## src/rtl/tdm_pkg.sv

```systemverilog
// Shared types and sizes for the 8-to-1 TDM transmit path.
package tdm_pkg;
    localparam int N_LANES = 8;
    localparam int SEL_W   = 3;

    typedef enum logic {
        IDLE,
        SEND
    } state_t;

    typedef logic [N_LANES-1:0] lane_mask_t;
endpackage

```

## src/rtl/tdm_mux_8to1_if.sv

```systemverilog
// Frame-in / serial-out bundle of the TDM multiplexer.
interface tdm_mux_8to1_if;
    import tdm_pkg::*;

    lane_mask_t       in_data;
    lane_mask_t       lane_en;
    logic             in_valid;
    logic             in_ready;
    logic             out;
    logic [SEL_W-1:0] out_sel;
    logic             out_valid;
    logic             frame_start;

    modport master (
        output in_data, lane_en, in_valid,
        input  in_ready, out, out_sel, out_valid, frame_start
    );

    modport slave (
        input  in_data, lane_en, in_valid,
        output in_ready, out, out_sel, out_valid, frame_start
    );
endinterface

```

## src/rtl/tdm_mux_8to1_lane_pri_enc.sv

```systemverilog
// Finds the lowest enabled lane strictly above cur (or from lane 0 when first).
module lane_pri_enc
    import tdm_pkg::*;
(
    input  lane_mask_t       mask,
    input  logic [SEL_W-1:0] cur,
    input  logic             first,
    output logic [SEL_W-1:0] idx,
    output logic             none_left
);
    // Scan downwards so the lowest qualifying lane is the last one written.
    always_comb begin
        idx       = '0;
        none_left = 1'b1;
        for (int i = N_LANES - 1; i >= 0; i--) begin
            if (mask[i] && (first || i > int'(cur))) begin
                idx       = SEL_W'(i);
                none_left = 1'b0;
            end
        end
    end
endmodule

```

## src/rtl/tdm_mux_8to1.sv

```systemverilog
// Serialises one 8-lane frame per handshake, one enabled lane per clock,
// tagging each bit with its lane index for the receiving demux.
module tdm_mux_8to1
    import tdm_pkg::*;
(
    input  logic           clk,
    input  logic           rst,
    tdm_mux_8to1_if.slave  bus
);
    state_t           state, state_n;
    lane_mask_t       sh_data, sh_data_n;
    lane_mask_t       sh_en, sh_en_n;
    logic             out_q, out_n;
    logic [SEL_W-1:0] sel_q, sel_n;
    logic             ov_q, ov_n;
    logic             fs_q, fs_n;

    logic [SEL_W-1:0] adv_idx, first_idx;
    logic             adv_none, first_none;
    logic             last, ready, accept;

    // The registered out_sel doubles as the current slot while in SEND.
    lane_pri_enc u_adv (
        .mask      (sh_en),
        .cur       (sel_q),
        .first     (1'b0),
        .idx       (adv_idx),
        .none_left (adv_none)
    );

    lane_pri_enc u_first (
        .mask      (bus.lane_en),
        .cur       ('0),
        .first     (1'b1),
        .idx       (first_idx),
        .none_left (first_none)
    );

    assign last   = (state == SEND) && adv_none;
    assign ready  = !rst && ((state == IDLE) || last);
    assign accept = bus.in_valid && ready;

    always_comb begin
        state_n   = IDLE;
        sh_data_n = sh_data;
        sh_en_n   = sh_en;
        out_n     = 1'b0;
        sel_n     = '0;
        ov_n      = 1'b0;
        fs_n      = 1'b0;
        if (accept) begin
            sh_data_n = bus.in_data;
            sh_en_n   = bus.lane_en;
            if (!first_none) begin
                state_n = SEND;
                out_n   = bus.in_data[first_idx];
                sel_n   = first_idx;
                ov_n    = 1'b1;
                fs_n    = 1'b1;
            end
        end else begin
            case (state)
                SEND: begin
                    if (!adv_none) begin
                        state_n = SEND;
                        out_n   = sh_data[adv_idx];
                        sel_n   = adv_idx;
                        ov_n    = 1'b1;
                    end
                end
                default: ;
            endcase
        end
    end

    always_ff @(posedge clk or posedge rst) begin
        if (rst) begin
            state   <= IDLE;
            sh_data <= '0;
            sh_en   <= '0;
            out_q   <= 1'b0;
            sel_q   <= '0;
            ov_q    <= 1'b0;
            fs_q    <= 1'b0;
        end else begin
            state   <= state_n;
            sh_data <= sh_data_n;
            sh_en   <= sh_en_n;
            out_q   <= out_n;
            sel_q   <= sel_n;
            ov_q    <= ov_n;
            fs_q    <= fs_n;
        end
    end

    assign bus.in_ready    = ready;
    assign bus.out         = out_q;
    assign bus.out_sel     = sel_q;
    assign bus.out_valid   = ov_q;
    assign bus.frame_start = fs_q;
endmodule

```

## src/flat_wrapper.sv

```systemverilog
// flat-port wrapper written by rule: the top's interface ports become plain ports
module tdm_mux_8to1_flat import tdm_pkg::*;
  (clk, rst, bus_in_data, bus_lane_en, bus_in_valid, bus_in_ready, bus_out, bus_out_sel, bus_out_valid, bus_frame_start);
  tdm_mux_8to1_if bus_i ();
  input  logic clk;
  input  logic rst;
  input wire logic [$bits(bus_i.in_data)-1:0] bus_in_data;
  input wire logic [$bits(bus_i.lane_en)-1:0] bus_lane_en;
  input wire logic [$bits(bus_i.in_valid)-1:0] bus_in_valid;
  output wire logic [$bits(bus_i.in_ready)-1:0] bus_in_ready;
  output wire logic [$bits(bus_i.out)-1:0] bus_out;
  output wire logic [$bits(bus_i.out_sel)-1:0] bus_out_sel;
  output wire logic [$bits(bus_i.out_valid)-1:0] bus_out_valid;
  output wire logic [$bits(bus_i.frame_start)-1:0] bus_frame_start;
  assign bus_i.in_data = bus_in_data;
  assign bus_i.lane_en = bus_lane_en;
  assign bus_i.in_valid = bus_in_valid;
  assign bus_in_ready = bus_i.in_ready;
  assign bus_out = bus_i.out;
  assign bus_out_sel = bus_i.out_sel;
  assign bus_out_valid = bus_i.out_valid;
  assign bus_frame_start = bus_i.frame_start;
  tdm_mux_8to1 u_core (.clk(clk), .rst(rst), .bus(bus_i));
endmodule
```

## config.mk

```make
export PLATFORM = sky130hd
export DESIGN_NAME = tdm_mux_8to1_flat
export DESIGN_NICKNAME = d
export VERILOG_FILES = /design/src/rtl/tdm_pkg.sv /design/src/rtl/tdm_mux_8to1_if.sv /design/src/rtl/tdm_mux_8to1_lane_pri_enc.sv /design/src/rtl/tdm_mux_8to1.sv /design/src/flat_wrapper.sv
export SDC_FILE = /design/constraint.sdc
export NUM_CORES = 1
export LEC_CHECK = 0
export BUFFER_PORTS_ARGS = -buffer_cell sky130_fd_sc_hd__clkbuf_2
export CORE_MARGIN = 5
export CORE_UTILIZATION = 35
export CTS_CLUSTER_DIAMETER = 120
export CTS_CLUSTER_SIZE = 12
export DETAILED_ROUTE_END_ITERATION = 7
export PLACE_DENSITY_LB_ADDON = 0.3
export SYNTH_ARGS = -nofsm -noshare
export SYNTH_HDL_FRONTEND = slang
export SYNTH_SLANG_ARGS = --single-unit
```

## constraint.sdc

```tcl
create_clock -name clk -period 4.92 [get_ports clk]
set_clock_uncertainty 0.05 [all_clocks]
set_input_delay 0.738 -clock clk [delete_from_list [all_inputs] [get_ports clk]]
set_output_delay 0.738 -clock clk [all_outputs]
set_load 0.01 [all_outputs]
```

Yosys cells after proc, flatten, opt, wreduce, memory -nomap -nowiden

Index checks and enable logic that the tools add are counted.

Bits in registers: 22
Bits of input ports: 19
Output and inout bits: 7
Word-level logic and storage cells: 75

Order comparisons: 9
Mux-type cells: 47
Bitwise operators: 1
Reduce and logical (&&, ||, !) cells: 12

Operators with widths:

| operator                                                   | count |
|---|---|
| two-way mux 3 bit                                          | 19 |
| two-way mux 1 bit                                          | 26 |
| > comparator 3 bit, first input constant                   | 4 |
| logical AND 1 bit                                          | 10 |
| less-than comparator 3 x 4 -> 1 bit, second input constant | 2 |
| binary-select mux 1 bit (select 3 bit)                     | 2 |
| > comparator 2 x 3 -> 1 bit, first input constant          | 2 |
| > comparator 1 x 3 -> 1 bit, first input constant          | 1 |
| logical NOT 1 bit                                          | 1 |
| logical OR 1 bit                                           | 1 |
| NOT 1 bit                                                  | 1 |

Logic depth before layout (Yosys ltp)

Depth in word-level cells: 14
Gate-level depth with buffers: 9
Mapped depth without buffers: 6

Hierarchy

Synthesis repeated with hierarchy kept, for this count alone.

Cells, all modules: 136
Area total of the unflattened synthesis: 1,503.9 um^2

By module, submodules not included:

| module       | instances | cells an instance | area an instance (um^2) | sequential area each (um^2) |
|---|---|---|---|---|
| tdm_mux_8to1 | 1         | 58                | 963.4                   | 550.5 |
| lane_pri_enc | 2         | 39                | 270.3                   | 0.0 |

Worst setup path before layout

No wires, ideal clock.

Kind: in2reg
Start point: input port bus_lane_en[2]
End point: register u_core.out_q, in the netlist u_core.bus.out
Library setup time: 0.132 ns
Arrival: 2.517 ns
Required time: 4.738 ns
Setup slack: 2.222 ns
Cell stages on the path: 7
Buffers on the path: 1
Path through: clkbuf_1 -> nor4_2 -> a21boi_1 -> a2111oi_4 -> o21bai_1 -> a311oi_1 -> or3b_1

Word-level cells in the longest chain between the ends: 7
Elaborated cells between the ends (all ways): 10
Classes of those cells: mux: 10

Ends and longest elaborated chain:

| item                                    | RTL line                        | RTL |
|---|---|---|
| start: declaration                      | flat_wrapper.sv:8               | `input wire logic [$bits(bus_i.lane_en)-1:0] bus_lane_en;` |
| two-way mux 3 bit (3 in a row)          | tdm_mux_8to1_lane_pri_enc.sv:16 | `if (mask[i] && (first \|\| i > int'(cur))) begin` |
| binary-select mux 1 bit (select 3 bit)  | tdm_mux_8to1.sv:56              | `out_n = bus.in_data[first_idx];` |
| two-way mux 1 bit (not written as such) | tdm_mux_8to1.sv:56              |  |
| two-way mux 1 bit *                     | tdm_mux_8to1.sv:54              | `if (!first_none) begin` |
| two-way mux 1 bit *                     | tdm_mux_8to1.sv:51              | `if (accept) begin` |
| net u_core.out_n                        | tdm_mux_8to1.sv:13              | `logic out_q, out_n;` |
| end signal: assignment                  | tdm_mux_8to1.sv:89              | `out_q <= out_n;` |
| end: declaration                        | tdm_mux_8to1.sv:13              |  |

The timed path passes the listed nets; every way through them passes the cells marked *. The select of a mux whose other input is x is not followed.
A chain may end at the register's enable or synchronous reset.

Final worst setup path

Start point: register u_core.sel_q[2], in the netlist u_core.bus.out_sel[2]
End point: output port bus_in_ready

Word-level cells in the longest chain between the ends: 12
Elaborated cells between the ends (all ways): 24
Classes of those cells: order compare: 7; mux: 7; reduce/logical: 10

Ends and longest elaborated chain:

| item                           | RTL line                        | RTL |
|---|---|---|
| start: declaration             | tdm_mux_8to1.sv:14              | `logic [SEL_W-1:0] sel_q, sel_n;` |
| start signal: assignment       | tdm_mux_8to1.sv:90              | `sel_q <= sel_n;` |
| > comparator 3 bit             | tdm_mux_8to1_lane_pri_enc.sv:16 |  |
| logical AND 1 bit              | tdm_mux_8to1_lane_pri_enc.sv:16 |  |
| two-way mux 1 bit (6 in a row) | tdm_mux_8to1_lane_pri_enc.sv:16 |  |
| two-way mux 1 bit *            | tdm_mux_8to1_lane_pri_enc.sv:16 |  |
| logical AND 1 bit *            | tdm_mux_8to1.sv:39              | `assign last = (state == SEND) && adv_none;` |
| logical OR 1 bit *             | tdm_mux_8to1.sv:40              | `assign ready = !rst && ((state == IDLE) \|\| last);` |
| logical AND 1 bit *            | tdm_mux_8to1.sv:40              |  |
| end: declaration               | flat_wrapper.sv:10              | `output wire logic [$bits(bus_i.in_ready)-1:0] bus_in_ready;` |

Mark *: on every way between the ends. The rest lies on a longest branch, timed or not.

==> impl_metrics.sql <==
INSERT INTO impl_metrics (metric_group, metric, value, unit) VALUES
('status', 'result_of_the_run', 'finished clean', ''),
('finish', 'fillers', '396', ''),
('finish', 'final-instance-count-excl-fill', '216', ''),
('drt', 'drc_errors', '0', ''),
('sta', 'max_clock_freq', '370', 'MHz'),
('drt', 'finalWirelength', '3360', 'um'),
('die', 'chipHeight', '72.9', 'um'),
('worst_setup_path', 'largest_driver_fanout_on_the_critical_path', '16', ''),
('clock_tree', 'post_cts.resized_instances', '0', ''),
('sta', 'timing.setup.tns', '0', 'ns'),
('die', 'ioPinCount', '26', ''),
('sta', 'slew_violations', '0', ''),
('sta', 'grt_setup_unrepaired', 'false', ''),
('synth', 'synth_warn', '0', ''),
('power', 'combPwrFrac', '0.513', ''),
('synth', 'netlist.top_cell.by_area', 'dfrtp_1', ''),
('sta', 'fin_crit_sh', '0.549', ''),
('drt', 'detail_route.vias_per_cell', '5.56', ''),
('die', 'die-width', '72.9', 'um'),
('power', 'p_per_area', '586', 'nW/um^2'),
('worst_setup_path', 'worst_setup_path_start_kind', 'flop', ''),
('drt', 'average_routed_wire_per_standard_cell', '15.6', 'um'),
('synth', 'synth_edf_count', '0', ''),
('synth', 'synth_sequential_area_ratio', '0.379', ''),
('power', 'power.share.switching', '0.416', ''),
('finish', 'post_route_cells_drive_above_1_share', '0.315', ''),
('worst_hold_path', 'min_from', 'u_core.sh_data[0]', ''),
('place', 'gpl_wtd_cong', '0.922', ''),
('synth', 'synth_seq_cells', '21', ''),
('worst_hold_path', 'timing.hold.worst_endpoint', 'u_core.sh_data[0]', ''),
('synth', 'syn-mean-instance-area', '9.56', 'um^2'),
('power', 'vdd.ir_drop.worst', '0.245', 'mV'),
('clock_tree', 'cts.htree.levels', '1', ''),
('worst_setup_path', 'critical_path_endpoint_category', 'output port', ''),
('die', 'floorplan.rows', '22', ''),
('sta', 'slew_headroom', '0.454', ''),
('synth', 'yosysTopAreaCellShare', '0.379', ''),
('clock_tree', 'clock-root-buffer', 'clkbuf_8', ''),
('global_route', 'grt_max_degree', '22', ''),
('synth', 'syn_inst', '145', ''),
('synth', 'synth.area.top_cells', 'dfrtp_1, mux2_2, o21ai_0, nor2b_1, nor2_1', ''),
('worst_hold_path', 'hold_class', 'reg -> reg', ''),
('finish', 'finalNetCount', '188', ''),
('clock_tree', 'cts_tree', 'yes', ''),
('drt', 'drtPass1Iterations', '4', ''),
('global_route', 'grtUsageTotal', '0.133', ''),
('clock_tree', 'tritoncts_num_sinks', '21', ''),
('worst_hold_path', 'timing.hold.worst_path_depth', '1', ''),
('global_route', 'first_global_vias', '1157', ''),
('place', 'dp_cells', '212', ''),
('synth', 'postSynthNetCount', '164', ''),
('global_route', 'grt_pass1_wl', '5550', 'um'),
('clock_tree', 'clock_latency', '0.26', 'ns'),
('sta', 'finalWorstPathRequiredPeriod', '2.70', 'ns'),
('finish', 'relative_area_change_from_synthesis_to_final_layout', '14.5', '%'),
('worst_setup_path', 'worstRegToRegCells', '7', ''),
('power', 'seq_power_share', '0.367', ''),
('clock_tree', 'count_of_hold_buffers_inserted_by_post_cts_repair', '0', ''),
('global_route', 'grt_antenna_before_repair', '0', ''),
('sta', 'hold_violations', '0', ''),
('power', 'internal_power', '0.544', 'mW'),
('synth', 'syn-cell-area', '1390', 'um^2'),
('synth', 'main_flop_type_after_synthesis', 'dfrtp_1', ''),
('power', 'clock_power_share', '0.120', ''),
('drt', 'detail-route-antenna-nets', '0', ''),
('worst_setup_path', 'r2r_slack', '2.37', 'ns'),
('global_route', 'grt.overflow.total', '0', ''),
('worst_setup_path', 'critPathArrivalTime', '1.91', 'ns'),
('clock_tree', 'numCtsBuffers', '3', ''),
('place', 'io_buffer_count', '25', ''),
('finish', 'layout_commonest_cell', 'clkbuf_2', '');
==> worst max path at each step <==
stage                           from        endpoint  slack, ns  cells past startpoint
5_1_grt        u_core.bus.out_sel[2]    bus_in_ready       2.00                      5
3_3_place_gp          bus_lane_en[4]  u_core.bus.out       2.14                      7
2_1_floorplan         bus_lane_en[2]  u_core.bus.out       2.22                      7
6_report       u_core.bus.out_sel[2]    bus_in_ready       2.22                      5
4_1_cts        u_core.bus.out_sel[2]    bus_in_ready       2.23                      5
3_5_place_dp          bus_lane_en[2]  u_core.bus.out       2.05                      7
==> cell families after synthesis <==
logic type,synth area share
buffers and inverters,0.0514
AND/OR/NAND/NOR,0.209
flip-flops,0.379
multiplexers,0.113
AO/OA/AOI/OAI,0.247
==> cell usage after synthesis, drive strengths merged, types with 2 or more instances <==
| master | count |
|---|---|
| and3 | 2 |
| nor2 | 9 |
| nand3 | 3 |
| a21boi | 2 |
| nor3b | 2 |
| o21ai | 13 |
| mux2 | 13 |
| buf | 5 |
| nor4b | 2 |
| a21o | 2 |
| a21oi | 6 |
| or2 | 2 |
| nor2b | 7 |
| o21bai | 2 |
| o32ai | 3 |
| o21a | 2 |
| clkbuf | 2 |
| a2111oi | 3 |
| a31o | 3 |
| nor4 | 2 |
| inv | 8 |
| nand2b | 2 |
| nand2 | 7 |
| dfrtp | 21 |
| nor3 | 5 |
==> registers in the layout (all words and copies together), names as in the netlist <==
register and flops:
u_core.bus.out_valid 1, u_core.sh_data 8, u_core.bus.frame_start 1, u_core.sh_en 7, u_core.bus.out 1, u_core.bus.out_sel 3
==> worst max-delay path, cell delays in order (launching register included) <==
cell and delay [ns]:
dfrtp_1 0.60, o21ai_0 0.20, o21ai_1 0.32, a41oi_1 0.26, nor2_1 0.14, clkbuf_2 0.14
==> routing by layer <==
metal,track usage,share of wire,up-vias
met5,0,0,-
met4,0.0451,0.015,0
met3,0.0262,0.054,8
met2,0.211,0.45,39
met1,0.180,0.48,569
li1,-,-,586
==> power groups by stage <==
stage | registers [mW] | clock network (mW) | logic, mW
floorplan | 0.313 | 0 | 0.377
CTS | 0.342 | 0.115 | 0.476
finish | 0.341 | 0.112 | 0.477
detailed placement | 0.346 | 0 | 0.473
global placement | 0.346 | 0 | 0.474
global route | 0.355 | 0.123 | 0.534
==> layout make-up <==
type	count	area, um^2	area share
well taps	48	60.1	0.0378
multi-input cells	109	795	0.500
inverters	8	30.0	0.0189
flip-flops and latches	21	526	0.331
repair buffers	26	133	0.0835
clock buffers	4	45.0	0.0284
==> per-stage QoR <==
stage,utilization,hold slack (ns),power [mW],instance area (um^2),setup WS [ns]
3_5_place_dp,0.412,0.450,0.819,1540,2.05
5_1_grt,0.424,0.496,1.01,1590,2.00
2_1_floorplan,-,0.421,0.690,1390,2.22
3_3_place_gp,0.412,0.444,0.820,1540,2.14
6_report,0.424,0.461,0.931,1590,2.22
4_1_cts,0.424,0.468,0.932,1590,2.23
Power figures use the tool's default switching activity.
